<file path="src/rtl/interval_capture_pkg.sv">
// Shared definitions for the interval capture block.
// Holds the FSM state encoding and the default widths. The count width is
// shared with the loadable down counter so a captured interval can be fed
// back as its reload value.
package interval_capture_pkg;

    // Measurement FSM states, 2-bit encoding.
    typedef enum logic [1:0] {
        ST_IDLE = 2'd0,
        ST_RUN  = 2'd1,
        ST_HOLD = 2'd2
    } ic_state_e;

    // Count/capture width, identical to the down counter's load/count path.
    localparam int IC_COUNT_WIDTH = 9;

    // Flip-flop stages per input synchronizer (never below 2).
    localparam int IC_SYNC_STAGES = 2;

endpackage

</file>
<file path="src/rtl/interval_capture_if.sv">
// Handshake/bus bundle of the interval capture block.
// master : drives start_in, stop_in, tick_en, clr, cap_ack;
//          observes count, cap_value, cap_valid, overflow, busy.
// slave  : the interval_capture block itself (the opposite directions).
interface interval_capture_if
    import interval_capture_pkg::*;
#(
    parameter int WIDTH = IC_COUNT_WIDTH
) ();

    logic             start_in;
    logic             stop_in;
    logic             tick_en;
    logic             clr;
    logic             cap_ack;
    logic [WIDTH-1:0] count;
    logic [WIDTH-1:0] cap_value;
    logic             cap_valid;
    logic             overflow;
    logic             busy;

    modport master (
        output start_in, stop_in, tick_en, clr, cap_ack,
        input  count, cap_value, cap_valid, overflow, busy
    );

    modport slave (
        input  start_in, stop_in, tick_en, clr, cap_ack,
        output count, cap_value, cap_valid, overflow, busy
    );

endinterface

</file>
<file path="src/rtl/interval_capture_edge_sync.sv">
// edge_sync: synchronizes an asynchronous pin through SYNC_STAGES flops and
// produces a one-clock pulse on each rising edge of the synchronized level.
// Ports:
//   clk   - system clock
//   rst_n - asynchronous active-low reset (clears all history flops)
//   d     - asynchronous input pin
//   pulse - single-cycle rising-edge pulse, SYNC_STAGES edges after the pin rises
// SYNC_STAGES must be at least 2.
module edge_sync #(
    parameter int SYNC_STAGES = 2
) (
    input  logic clk,
    input  logic rst_n,
    input  logic d,
    output logic pulse
);

    logic [SYNC_STAGES-1:0] sync_r;
    logic                   prev_r;

    // Synchronizer shift chain plus one flop of edge history.
    always_ff @(posedge clk or negedge rst_n) begin
        if (!rst_n) begin
            sync_r <= '0;
            prev_r <= 1'b0;
        end else begin
            sync_r <= {sync_r[SYNC_STAGES-2:0], d};
            prev_r <= sync_r[SYNC_STAGES-1];
        end
    end

    // Decoded from flops only; registering it again would add a cycle of
    // pin-to-action latency.
    assign pulse = sync_r[SYNC_STAGES-1] & ~prev_r;

endmodule

</file>
<file path="src/rtl/interval_capture.sv">
// interval_capture: counts enabled clock ticks between a start event and a
// stop event and offers the result through a valid/ack handshake.
// Ports:
//   clk   - system clock
//   rst_n - asynchronous active-low reset
//   bus   - interval_capture_if.slave:
//           start_in/stop_in (async pins, rising-edge), tick_en, clr, cap_ack,
//           count, cap_value, cap_valid, overflow, busy
// The count saturates at all-ones (overflow is then sticky until the next
// start or clr). clr beats every other event but leaves cap_value intact.
module interval_capture
    import interval_capture_pkg::*;
#(
    parameter int WIDTH       = IC_COUNT_WIDTH,
    parameter int SYNC_STAGES = IC_SYNC_STAGES
) (
    input  logic                clk,
    input  logic                rst_n,
    interval_capture_if.slave   bus
);

    localparam logic [WIDTH-1:0] COUNT_MAX = {WIDTH{1'b1}};
    localparam logic [WIDTH-1:0] COUNT_ONE = {{(WIDTH-1){1'b0}}, 1'b1};

    logic             start_p_s;
    logic             stop_p_s;
    ic_state_e        state_r;
    logic [WIDTH-1:0] count_r;
    logic [WIDTH-1:0] cap_value_r;
    logic             cap_valid_r;
    logic             overflow_r;
    logic             busy_r;

    edge_sync #(.SYNC_STAGES(SYNC_STAGES)) u_start_sync (
        .clk   (clk),
        .rst_n (rst_n),
        .d     (bus.start_in),
        .pulse (start_p_s)
    );

    edge_sync #(.SYNC_STAGES(SYNC_STAGES)) u_stop_sync (
        .clk   (clk),
        .rst_n (rst_n),
        .d     (bus.stop_in),
        .pulse (stop_p_s)
    );

    // Measurement FSM, saturating counter and capture register.
    always_ff @(posedge clk or negedge rst_n) begin
        if (!rst_n) begin
            state_r     <= ST_IDLE;
            count_r     <= '0;
            cap_value_r <= '0;
            cap_valid_r <= 1'b0;
            overflow_r  <= 1'b0;
            busy_r      <= 1'b0;
        end else if (bus.clr) begin
            state_r     <= ST_IDLE;
            count_r     <= '0;
            cap_valid_r <= 1'b0;
            overflow_r  <= 1'b0;
            busy_r      <= 1'b0;
        end else begin
            case (state_r)
                ST_IDLE: begin
                    // A stop edge in the same cycle is simply dropped.
                    if (start_p_s) begin
                        count_r    <= '0;
                        overflow_r <= 1'b0;
                        state_r    <= ST_RUN;
                        busy_r     <= 1'b1;
                    end
                end
                ST_RUN: begin
                    // Stop captures the pre-increment value; no tick that cycle.
                    if (stop_p_s) begin
                        cap_value_r <= count_r;
                        cap_valid_r <= 1'b1;
                        state_r     <= ST_HOLD;
                        busy_r      <= 1'b0;
                    end else if (bus.tick_en) begin
                        if (count_r == COUNT_MAX) begin
                            overflow_r <= 1'b1;
                        end else begin
                            count_r <= count_r + COUNT_ONE;
                        end
                    end
                end
                ST_HOLD: begin
                    // Start edges arriving here are lost, not queued.
                    if (bus.cap_ack) begin
                        cap_valid_r <= 1'b0;
                        state_r     <= ST_IDLE;
                    end
                end
                default: begin
                    state_r     <= ST_IDLE;
                    cap_valid_r <= 1'b0;
                    busy_r      <= 1'b0;
                end
            endcase
        end
    end

    assign bus.count     = count_r;
    assign bus.cap_value = cap_value_r;
    assign bus.cap_valid = cap_valid_r;
    assign bus.overflow  = overflow_r;
    assign bus.busy      = busy_r;

endmodule

</file>
<file path="src/flat_wrapper.sv">
// flat-port wrapper written by rule: the top's interface ports become plain ports
module interval_capture_flat import interval_capture_pkg::*;
#(
    parameter int WIDTH       = IC_COUNT_WIDTH,
    parameter int SYNC_STAGES = IC_SYNC_STAGES
)
  (clk, rst_n, bus_start_in, bus_stop_in, bus_tick_en, bus_clr, bus_cap_ack, bus_count, bus_cap_value, bus_cap_valid, bus_overflow, bus_busy);
  interval_capture_if #(.WIDTH(WIDTH)) bus_i ();
  input  logic clk;
  input  logic rst_n;
  input wire logic [$bits(bus_i.start_in)-1:0] bus_start_in;
  input wire logic [$bits(bus_i.stop_in)-1:0] bus_stop_in;
  input wire logic [$bits(bus_i.tick_en)-1:0] bus_tick_en;
  input wire logic [$bits(bus_i.clr)-1:0] bus_clr;
  input wire logic [$bits(bus_i.cap_ack)-1:0] bus_cap_ack;
  output wire logic [$bits(bus_i.count)-1:0] bus_count;
  output wire logic [$bits(bus_i.cap_value)-1:0] bus_cap_value;
  output wire logic [$bits(bus_i.cap_valid)-1:0] bus_cap_valid;
  output wire logic [$bits(bus_i.overflow)-1:0] bus_overflow;
  output wire logic [$bits(bus_i.busy)-1:0] bus_busy;
  assign bus_i.start_in = bus_start_in;
  assign bus_i.stop_in = bus_stop_in;
  assign bus_i.tick_en = bus_tick_en;
  assign bus_i.clr = bus_clr;
  assign bus_i.cap_ack = bus_cap_ack;
  assign bus_count = bus_i.count;
  assign bus_cap_value = bus_i.cap_value;
  assign bus_cap_valid = bus_i.cap_valid;
  assign bus_overflow = bus_i.overflow;
  assign bus_busy = bus_i.busy;
  interval_capture #(.WIDTH(WIDTH), .SYNC_STAGES(SYNC_STAGES)) u_core (.clk(clk), .rst_n(rst_n), .bus(bus_i));
endmodule
</file>
<file path="config.mk">
export PLATFORM = sky130hd
export DESIGN_NAME = interval_capture_flat
export DESIGN_NICKNAME = d
export VERILOG_FILES = /design/src/rtl/interval_capture_pkg.sv /design/src/rtl/interval_capture_if.sv /design/src/rtl/interval_capture_edge_sync.sv /design/src/rtl/interval_capture.sv /design/src/flat_wrapper.sv
export SDC_FILE = /design/constraint.sdc
export NUM_CORES = 1
export LEC_CHECK = 0
export CAP_MARGIN = 20
export CORE_MARGIN = 2
export CORE_UTILIZATION = 50
export DETAILED_ROUTE_END_ITERATION = 12
export HOLD_SLACK_MARGIN = 0.06
export PLACE_DENSITY_LB_ADDON = 0.2
export SYNTH_ARGS = -nofsm -noshare
export SYNTH_HDL_FRONTEND = slang
export SYNTH_SLANG_ARGS = --single-unit
</file>
<file path="constraint.sdc">
create_clock -name clk -period 4 [get_ports clk]
set_clock_uncertainty 0.05 [all_clocks]
set_input_delay 0.4 -clock clk [delete_from_list [all_inputs] [get_ports clk]]
set_output_delay 0.4 -clock clk [all_outputs]
set_load 0.01 [all_outputs]
</file>
# Word level (Yosys, flattened, before mapping)
# Index checks and enable logic that the tools add are counted.
[word_totals] out_inout_bits=21 input_bits=7 ff_bits=29 wordCells=61
[op_classes] muxes=25 n_eq_ne=12 n_bitwise=5 add_sub_neg=1 reduce_logical=8
[ops] op="9-bit two-way mux" n=5
[ops] op="9-bit one-hot mux with 2 select lines" n=1
[ops] op="3-bit inequality test (second input constant)" n=4
[ops] op="3-bit AND reduction" n=4
[ops] op="1-bit two-way mux" n=11
[ops] op="5-bit AND reduction" n=2
[ops] op="9-bit by 1-bit adder with 9-bit output (second input constant)" n=1
[ops] op="9-bit == test (second input constant)" n=1
[ops] op="3-bit by 2-bit inequality test with 1-bit output (second input constant)" n=3
[ops] op="2-bit two-way mux" n=4
[ops] op="1-bit one-hot mux with 3 select lines" n=2
[ops] op="2-bit one-hot mux with 3 select lines" n=1
[ops] op="2-bit inequality test (second input constant)" n=2
[ops] op="1-bit NOT" n=3
[ops] op="3-bit nonzero test" n=1
[ops] op="1-bit bitwise AND" n=2
[ops] op="2-bit by 1-bit == test with 1-bit output (second input constant)" n=1
[ops] op="2-bit == test (second input constant)" n=1
[ops] op="2-bit zero test" n=1
[ops] op="1-bit one-hot mux with 2 select lines" n=1

# Logic depth before layout (Yosys ltp)
[depth] word_depth=6 mapped_depth=8 depth_no_buf=8

# By module
# Synthesis repeated with hierarchy kept, for this count alone.
[unflattened] hier_cells=112 area_unflattened_um2=1325.0
[modules_own_cells] mod="interval_capture" cells_per_inst=104 seq_area_each_um2=575.6 area_each_um2=1147.4 instances=1
[modules_own_cells] mod="edge_sync" cells_per_inst=4 seq_area_each_um2=75.1 area_each_um2=88.8 instances=2

# Worst setup path before layout
# No wires, ideal clock.
[synth_timing] path_kind="register -> register" from="register u_core.count_r[0], in the netlist u_core.bus.count[0]" to="register u_core.count_r[6], in the netlist u_core.bus.count[6]" setup_slack_ns=2.130 period_less_slack_ns=1.870 setup_time_ns=0.095 arrival_ns=1.725 required_time_ns=3.855 n_path_buf=0 stages_incl_launch_ff=8 path_cell_list="dfrtp_1 > ha_1 > nand2_1 > nor3_1 > ha_1 > nand4b_1 > or3_1 > o31ai_1"
[synth_via] elab_chain_len=6 elab_cells_between_ends=9 classes_between="add/sub (1); eq/ne (2); mux (5); reduce/logical (1)"
[synth_lines] element="start, declared" line="interval_capture.sv:28" rtl="logic [WIDTH-1:0] count_r;"
[synth_lines] element="start signal, assigned" line="interval_capture.sv:85" rtl="count_r <= count_r + COUNT_ONE;"
[synth_lines] element="9-bit by 1-bit adder with 9-bit output" line="interval_capture.sv:85"
[synth_lines] element="9-bit two-way mux" line="interval_capture.sv:82" rtl="if (count_r == COUNT_MAX) begin"
[synth_lines] element="9-bit two-way mux" line="interval_capture.sv:81" rtl="end else if (bus.tick_en) begin"
[synth_lines] element="9-bit two-way mux" line="interval_capture.sv:76" rtl="if (stop_p_s) begin"
[synth_lines] element="9-bit one-hot mux with 2 select lines" line="interval_capture.sv:64" rtl="case (state_r)"
[synth_lines] element="9-bit two-way mux" line="interval_capture.sv:57" rtl="end else if (bus.clr) begin"
# Several ways; a longest one is shown, not always the timed one. The select of a mux whose other input is x is not followed.
# A chain may end at the register's enable or synchronous reset.

# Worst setup path in the final report
# Ends and elaborated chain as after synthesis.

==> flow_summary.yaml <==
detailed_routing:
  routed_via_density: 5.694
  drt-initial-drc-count: 23
  drt.antenna.violating_nets: 0
  routed-via-count: 985
  drt_first_pass_iters: 4
  drt_wl_total_um: 2488
  avgRoutedWirePerCell_um: 14.38
  drc: 0
sta:
  hold_viol: 0
  drv_slew: 0
  worst-slew-pin-transition_ps: 471.2
  timing.setup.tns_ps: 0
  finalSetupViolCount: 0
  slew_headroom: 0.6859
  rsz0062_at_grt: "no"
  finalCriticalPeriod_ps: 2066
  max_freq_mhz: 484.0
  fin_crit_sh: 0.5165
synthesis:
  synth_area_um2: 1286
  async_flop_share: 1.000
  synth_area_per_cell_um2: 11.59
  yosysWarnings: 0
  yosysUniqueCellTypes: 39
  synth_area_leader_cell: "dfrtp_1"
  synthFlopType: "dfrtp_1"
  synth-seq-cells: 29
  syn_inst: 111
  synth_edf_count: 0
  seq_area_frac_synth: 0.5642
  yosysTopAreaCellShare: 0.5642
  synthesis.nets: 120
  synth.area.top_cells: "dfrtp_1 56%, mux2_2 7.9%, nand2_1 3.5%"
critical_path:
  cp_slowest_stage_delay_ps: 460
  crit_top_cell: "ha_1"
  crit_type: "reg2reg"
  cp_max_fo: 7
  crit_required_ps: 4180
  crit_arrival_ps: 2240
  crit_path_end_kind: "flop"
  setup.worst_path.start_class: "flop"
  crit_chain: "ha_1, nand2_1, nor3_1, ha_1, nand4b_1, or3_1, o31ai_1"
  crit_slowest_cell: "dfrtp_1"
floorplan:
  die_y_um: 54.72
  dieArea_um2: 2994
  core-area_um2: 2455
  rows: 18
  pin_count: 28
  die_w_um: 54.72
  initial_core_util: 0.5240
layout:
  nNetsFinal: 152
  final_cell_mix: "29 x dfrtp_1, 27 x clkdlybuf4s50_1, 12 x nand2_1, 9 x nor2_1, 9 x mux2_2"
  drive_gt1_frac: 0.1399
  num_antenna_cells: 0
  fillers: 200
  final_common_cell: "dfrtp_1"
  area_delta_synth_final_pct: 27.14
cts:
  root_buffer: "clkbuf_4"
  cts.sinks: 29
  ctsResizeCount: 0
  post-cts-setup-buffers: 0
  htreeDepth: 2
  clk_path_buf_depth: 2
  tritoncts: "yes"
  clk_latency_ps: 330
  ctsHoldBuffers: 0
  cts-buffers-inserted: 5
  clkTransAtPathRegs_ps: 90
grt:
  overflow: 0
  grt_pass1_wl_um: 4140
  grt_max_degree: 30
  track_usage: 0.2042
  antenna_found_initial: 0
  grt_pass1_vias: 901
pwr:
  peakVddDrop_mv: 0.2762
  p_per_area_nw_per_um2: 317.7
  finalPower_uw: 519.5
  p_leak_nw: 0.7129
placed_design:
  globalplace.congestion: 0.8949
  post-dp-hpwl_um: 1817
  portBuffers: 27
hold_path:
  min_path_type: "reg2reg"
run_status:
  outcome: "completed"
job:
  cap_violations: 0
## metal layers
layer | vias to the layer above | global-route usage | routed length (um)
met3 | 6 | 0.07650 | 192
met1 | 475 | 0.2585 | 1052
met5 | - | 0 | 0
met2 | 42 | 0.3095 | 1196
met4 | 0 | 0.09167 | 46
li1 | 462 | - | -
## critical path, delay by kind of cell (launching register included)
family	cells	cell delay, ps
AOI/OAI and AO/OA	1	210
adders and majority gates	2	510
DFF	1	460
and+or+nand+nor	4	750
## cells by family (layout without fill, tap and decap cells)
logic type                 after synthesis  in the layout  synth area share
AOI/OAI and AO/OA                       22             22            0.1109
DFF                                     29             29            0.5642
buffers and inverters                    6             38           0.02529
adders and majority gates                2              2           0.01945
muxes                                   12             12            0.1021
and+or+nand+nor                         40             40            0.1780
## where the power goes
group          switching, mW  internal, mW  leakage (nW)
logic                 0.0209        0.0190         0.292
clock network         0.0931        0.0827        0.0314
registers            0.00487         0.299         0.389
## through the flow
step	std cells	worst slack (ps)	hold WS, ps	area (um^2)	utilization
2_1_floorplan	111	2130	54.41	1286	-
3_3_place_gp	166	1847	284.4	1580	0.6437
3_5_place_dp	166	1824	288.9	1580	0.6437
4_1_cts	173	1945	308.5	1635	0.6662
5_1_grt	173	1802	313.7	1635	0.6662
6_report	173	1934	304.6	1635	0.6662
## flip-flops by register name (all words and copies together), names as in the netlist
signal / flops
u_core.u_stop_sync.prev_r: 1
u_core.bus.busy: 1
u_core.bus.overflow: 1
u_core.bus.cap_valid: 1
u_core.bus.cap_value: 9
u_core.u_start_sync.sync_r: 2
u_core.u_stop_sync.sync_r: 2
u_core.u_start_sync.prev_r: 1
u_core.state_r: 2
u_core.bus.count: 9
## synth_stat cells, types with 2 or more instances
library cell,n
mux2_2,9
nor2_1,9
buf_2,2
nor3_1,2
a21oi_1,2
o21ai_0,6
inv_1,3
ha_1,2
nand2_1,12
mux2i_1,3
a31oi_1,4
nand2b_1,2
dfrtp_1,29
## final timing paths
kind	startpoint	to	slack [ps]	cells after the start
worst max-delay path	u_core.bus.count[0]	u_core.bus.count[6]	1930	7
worst min-delay path	u_core.u_stop_sync.sync_r[0]	u_core.u_stop_sync.sync_r[1]	300	0
worst max register to register	u_core.bus.count[0]	u_core.bus.count[6]	1930	7
worst min register to register	u_core.u_stop_sync.sync_r[0]	u_core.u_stop_sync.sync_r[1]	300	0
max in group asynchronous	rst_n	u_core.bus.count[3]	3250	2
min in group asynchronous	rst_n	u_core.bus.count[2]	390	2
## cell type report
| type | instances | area [um^2] | share of cell area |
|---|---|---|---|
| well taps | 30 | 37.54 | 0.02295 |
| clock buffers | 7 | 55.05 | 0.03366 |
| repair buffers | 28 | 277.8 | 0.1699 |
| inverters | 3 | 11.26 | 0.006886 |
| multi-input cells | 76 | 528.0 | 0.3229 |
| flip-flops and latches | 29 | 725.7 | 0.4438 |
No activity file was read; power rests on OpenSTA's default activity.
